$ cat src/rtl/aes_ks_inv.sv
// Inverse AES key-schedule walker: steps backward from the last round key to K0,
// one key per accepted enable, for AES-128 and AES-256.
module aes_ks_inv (
  input  logic         clk,
  input  logic         rst_n,
  input  logic         load_i,
  input  logic         en_i,
  input  logic [1:0]   size_i,
  input  logic [255:0] key_i,
  output logic [127:0] ks_o,
  output logic [3:0]   round_o,
  output logic         done_o,
  output logic         err_o
);

  localparam int unsigned KEY_W  = 128;
  localparam int unsigned WORD_W = 32;
  localparam int unsigned RND_W  = 4;

  localparam logic [1:0]       SIZE_128   = 2'd0;
  localparam logic [1:0]       SIZE_256   = 2'd2;
  localparam logic [7:0]       RCON_128   = 8'h36;
  localparam logic [7:0]       RCON_256   = 8'h40;
  localparam logic [RND_W-1:0] LAST_128   = RND_W'(10);
  localparam logic [RND_W-1:0] LAST_256   = RND_W'(14);

  logic [KEY_W-1:0] r_win_hi;
  logic [KEY_W-1:0] r_win_lo;
  logic [7:0]       r_rcon;
  logic             r_is256;
  logic             r_par;

  // GF(2^8) multiply modulo x^8+x^4+x^3+x+1
  function automatic logic [7:0] gf_mul(input logic [7:0] a, input logic [7:0] b);
    logic [7:0] p;
    logic [7:0] x;
    p = 8'h00;
    x = a;
    for (int i = 0; i < 8; i++) begin
      if (b[i]) p = p ^ x;
      x = {x[6:0], 1'b0} ^ (x[7] ? 8'h1b : 8'h00);
    end
    return p;
  endfunction

  // Forward S-box: multiplicative inverse as a^254, then the affine map
  function automatic logic [7:0] sbox(input logic [7:0] a);
    logic [7:0] sq;
    logic [7:0] inv;
    sq  = a;
    inv = 8'h01;
    for (int i = 1; i < 8; i++) begin
      sq  = gf_mul(sq, sq);
      inv = gf_mul(inv, sq);
    end
    return inv ^ {inv[6:0], inv[7]} ^ {inv[5:0], inv[7:6]} ^
           {inv[4:0], inv[7:5]} ^ {inv[3:0], inv[7:4]} ^ 8'h63;
  endfunction

  function automatic logic [WORD_W-1:0] sub_word(input logic [WORD_W-1:0] w);
    return {sbox(w[31:24]), sbox(w[23:16]), sbox(w[15:8]), sbox(w[7:0])};
  endfunction

  logic [KEY_W-1:0]  w_cur;
  logic [WORD_W-1:0] w_p3, w_p2, w_p1;
  logic [WORD_W-1:0] w_src, w_sub_in, w_t;
  logic              w_use_rot;
  logic [KEY_W-1:0]  w_prev;
  logic              w_step;

  // AES-128 inverts the key in win_hi; AES-256 inverts win_lo using win_hi.w3 as helper
  assign w_cur     = r_is256 ? r_win_lo : r_win_hi;
  assign w_p3      = w_cur[31:0]  ^ w_cur[63:32];
  assign w_p2      = w_cur[63:32] ^ w_cur[95:64];
  assign w_p1      = w_cur[95:64] ^ w_cur[127:96];
  assign w_src     = r_is256 ? r_win_hi[31:0] : w_p3;
  assign w_use_rot = !r_is256 || r_par;
  assign w_sub_in  = w_use_rot ? {w_src[23:0], w_src[31:24]} : w_src;
  assign w_t       = sub_word(w_sub_in) ^ (w_use_rot ? {r_rcon, 24'h000000} : 32'h0);
  assign w_prev    = {w_cur[127:96] ^ w_t, w_p1, w_p2, w_p3};
  assign w_step    = en_i && (round_o != '0) && !err_o;

  always_ff @(posedge clk) begin
    if (!rst_n) begin
      r_win_hi <= '0;
      r_win_lo <= '0;
      r_rcon   <= '0;
      r_is256  <= 1'b0;
      r_par    <= 1'b0;
      ks_o     <= '0;
      round_o  <= '0;
      done_o   <= 1'b0;
      err_o    <= 1'b0;
    end else if (load_i) begin
      if (size_i == SIZE_128) begin
        r_win_hi <= key_i[255:128];
        r_win_lo <= '0;
        r_rcon   <= RCON_128;
        r_is256  <= 1'b0;
        r_par    <= 1'b0;
        ks_o     <= key_i[255:128];
        round_o  <= LAST_128;
        done_o   <= 1'b0;
        err_o    <= 1'b0;
      end else if (size_i == SIZE_256) begin
        r_win_hi <= key_i[255:128];
        r_win_lo <= key_i[127:0];
        r_rcon   <= RCON_256;
        r_is256  <= 1'b1;
        r_par    <= 1'b1;
        ks_o     <= key_i[127:0];
        round_o  <= LAST_256;
        done_o   <= 1'b0;
        err_o    <= 1'b0;
      end else begin
        r_win_hi <= '0;
        r_win_lo <= '0;
        r_rcon   <= '0;
        r_is256  <= 1'b0;
        r_par    <= 1'b0;
        ks_o     <= '0;
        round_o  <= '0;
        done_o   <= 1'b1;
        err_o    <= 1'b1;
      end
    end else if (w_step) begin
      round_o <= round_o - RND_W'(1);
      done_o  <= (round_o == RND_W'(1));
      if (r_is256 && (round_o == LAST_256)) begin
        // K13 is already held in the window, so the first step only exposes it
        ks_o <= r_win_hi;
      end else begin
        ks_o     <= w_prev;
        r_win_hi <= w_prev;
        if (r_is256) begin
          r_win_lo <= r_win_hi;
          r_par    <= ~r_par;
          if (r_par) r_rcon <= r_rcon >> 1;
        end else begin
          r_rcon <= (r_rcon == 8'h1b) ? 8'h80 : (r_rcon >> 1);
        end
      end
    end
  end

endmodule

$ cat config.mk
export PLATFORM = sky130hd
export DESIGN_NAME = aes_ks_inv
export DESIGN_NICKNAME = d
export VERILOG_FILES = /design/src/rtl/aes_ks_inv.sv
export SDC_FILE = /design/constraint.sdc
export NUM_CORES = 2
export LEC_CHECK = 0
export CORE_ASPECT_RATIO = 1.2
export CORE_MARGIN = 4
export CORE_UTILIZATION = 50
export DETAILED_ROUTE_END_ITERATION = 12
export HOLD_SLACK_MARGIN = 0.03
export PLACE_DENSITY = 0.72
export SETUP_SLACK_MARGIN = 0.1
export SYNTH_ARGS = -nofsm -noshare
export SYNTH_HDL_FRONTEND = slang
export SYNTH_SLANG_ARGS = --single-unit
$ cat constraint.sdc
create_clock -name clk -period 23.7 [get_ports clk]
set_clock_uncertainty 0.2 [all_clocks]
set_input_delay 3.555 -clock clk [delete_from_list [all_inputs] [get_ports clk]]
set_output_delay 3.555 -clock clk [all_outputs]
set_load 0.05 [all_outputs]
==> summary.txt <==
Global route
  – Largest net degree at the start of global routing: 146
  – GRT met2 Usage: 55.2%
  – GRT met3 Usage: 8.09%
  – GR met1 Demand/Resource: 47.1%
  – GRT busiest layer: met2
  – Initial antenna violation count: 23
  – First-pass GRT wire length: 473000 um
  – Vias in the first global route: 75200
  – Global route total overflow: 0
  – Global-route usage over all layers: a little over a third

CTS
  – Post-CTS setup repair buffer count: 0
  – Largest buffer count on any clock path: 3
  – Post_cts resized: 0
  – Clock sink total: 400
  – CTS tree: built
  – Number of buffers created by CTS: 48
  – Clock root buffer master: clkbuf_16
  – CTS hold repair buffers: 0
  – Insertion delay of the later-clocked pin in the worst-skew pair: about 670 ps
  – Reg clk slew, reported paths: 70 ps
  – H-tree lvl count: 2

STA
  – Headroom to the max-slew limit: 9.42%
  – Final setup TNS: 0 ps
  – RSZ-0062 raised after global routing: no
  – Max Freq: between 40 and 50 MHz
  – Final setup violation count: 0
  – Final slew viol count: 0
  – Final period utilization: between 80% and 90%
  – Final Hold Fails: 0
  – Period minus WS final: between 20000 and 25000 ps
  – Slew at the pin closest to its max-slew limit: 1350 ps

Outcome
  – Status: complete, no violations

Die
  – Full die area: 165000 um2
  – Core area: 157000 um2
  – Top Ports: 396
  – Die span in x: 372 um
  – Initial Utilization: 50.5%
  – Die height: 445 um
  – Row count: about 160

Setup path
  – Slowest-stage cell, CP: buf_4
  – Worst path most repeated cell: xnor3_1
  – Crit Path Category: reg2reg
  – CP max FO: 87
  – Crit path DAT: 21310 ps
  – Setup crit end kind: register
  – CP Data Required Time: between 20000 and 25000 ps
  – Reg2Reg Setup Slack: 2700 ps
  – CP max stage delay: 880 ps
  – Crit path launch type: register

Layout
  – Register area: 8010 um2
  – Footprint of the multi-input gates: 68100 um2
  – Finished Cell Area: 86800 um2
  – Area grow syn2layout: 9.29%
  – Finished Core Util: 55.2%
  – Nets: 10700
  – Fillers: roughly 15000
  – Layout cell share with drive strength beyond 1: 8.16%

Drt
  – Post-Route WL: 315000 um
  – # DRC: 0
  – Drt wl/cell: ~25 um
  – Total number of vias: 81100
  – Detailed-router iteration count before antenna repair: 10
  – Drt initial violations: 10500
  – Post-DRT Antenna Nets: 0
  – Drt via density: 6.44

Synth
  – Synth Flop Type: dfxtp_1
  – Yosys warns: 0
  – Post-Syn Area per Cell: 7.54 um2
  – Register area share after synthesis: just over 10%
  – Post-synthesis register bit count: 400
  – Number of flops mapped to enable cells by yosys: 0
  – Netlist cell types: 126
  – Synthesized net count: 10800
  – Mapped Cells: about 11000
  – FFs w/ async S/R, synth: 0%
  – Synth Cell Area: 79400 um2

Place
  – DP Area: 85100 um2
  – PortBufs: approximately 400
  – Global placer's final weighted congestion: 1.02
  – DP HPWL: between 200000 and 250000 um

Run
  – Max Cap Viol: 0

Min path
  – Hold Path Class: reg2reg
==> path summary, 6_finish.rpt <==
| check | startpoint | end | cells after the start |
|---|---|---|---|
| setup / recovery | r_is256 | r_win_hi[115] | 60 |
| hold / removal | ks_o[104] | ks_o[104] | 2 |
| setup reg to reg | r_is256 | r_win_hi[115] | 60 |
| hold reg to reg | ks_o[104] | ks_o[104] | 2 |
==> stage by stage <==
stage               hold slack [ps]  cells  setup WS (ps)
finish                          283  12600           2700
global placement                244  12500           3220
CTS                             276  12600           2890
global route                    325  12600           1630
detailed placement              265  12500           2910
floorplan                       268  10500           7510
==> state kept, by name, indices dropped and copies added (netlist names) <==
signal    count
done_o        1
r_win_hi    128
r_par         1
r_rcon        8
r_win_lo    128
r_is256       1
ks_o        128
err_o         1
round_o       4
==> cell usage in the layout (no fill, tap or decap), drive strengths merged, types with 60 or more instances in the layout <==
| cell | n |
|---|---|
| nor2 | 1319 |
| mux2 | 175 |
| xnor3 | 378 |
| nand2 | 992 |
| mux2i | 250 |
| xor2 | 564 |
| xnor2 | 1627 |
| clkbuf | 61 |
| nor3b | 160 |
| o211ai | 85 |
| buf | 275 |
| a211oi | 77 |
| and2 | 60 |
| a22oi | 101 |
| a221oi | 155 |
| inv | 86 |
| xor3 | 60 |
| clkdlybuf4s50 | 392 |
| o21ai | 825 |
| a31oi | 87 |
| nand3 | 202 |
| nand2b | 66 |
| dfxtp | 400 |
| nor3 | 254 |
| nor2b | 66 |
| a21oi | 843 |
| o22ai | 164 |
==> routing by layer <==
metal,wire length (um),share of wire (%)
met1,123000,39
met2,136000,43
met3,33600,11
met4,22500,7.1
met5,97,0.031
==> final cells by class <==
type,instances,share of cell area (%)
timing repair buffer,667,6.94
clock buffer,61,1.55
antenna,12,0.0346
clock inverter,24,0.347
sequential,400,9.23
multi-input combinational,9253,78.5
tap,2093,3.02
inverter,88,0.389
==> cells by family after synthesis <==
kind of cell	share of synthesized area (%)
AND/OR/NAND/NOR	19.0
XOR/XNOR	38.1
AO/OA/AOI/OAI	22.1
multiplexers	5.65
flip-flops	10.1
buffers and inverters	4.61
adder cells (fa/ha/maj)	0.410
==> critical path, delay by kind of cell (launching register included) <==
family                   cells  cell delay, ps
AO/OA/AOI/OAI               12            3390
XOR/XNOR                    27           10830
adder cells (fa/ha/maj)      2             730
buffers and inverters        6            2690
flip-flops                   1             340
multiplexers                 3             670
AND/OR/NAND/NOR             10            1940
==> synthesized netlist by cell type (42+ instances only) <==
library cell  number  share of area, %
buf_1             76              0.36
nor3_1           248               1.6
a221oi_1         142               1.6
nand3_1          202               1.3
and2_1            54              0.43
o31ai_1           42              0.40
nand2b_1          66              0.52
a21oi_1          833               5.2
mux2_2           172               2.4
clkbuf_1         532               2.5
nor2b_1           66              0.52
and3_1            47              0.37
o21ai_1           77              0.49
xnor3_1          355                10
xor3_1            56               1.7
mux2i_1          248               3.1
nand2_1          986               4.7
a31oi_1           84              0.66
buf_2            139              0.88
o211ai_1          84              0.79
inv_1             67              0.32
a211oi_1          73              0.69
xor2_1           533               5.9
o22ai_1          163               1.3
nor3b_1          158               1.5
dfxtp_1          400                10
xnor2_1         1537                17
o21ai_0          746               4.7
xnor2_2           77               1.6
a22oi_1           98              0.93
nor2_1          1310               6.2
or3_1             51              0.40
Power is left out: the tool's default activity adds up to more than one toggle a clock period on the data nets, which glitch-free logic cannot reach.
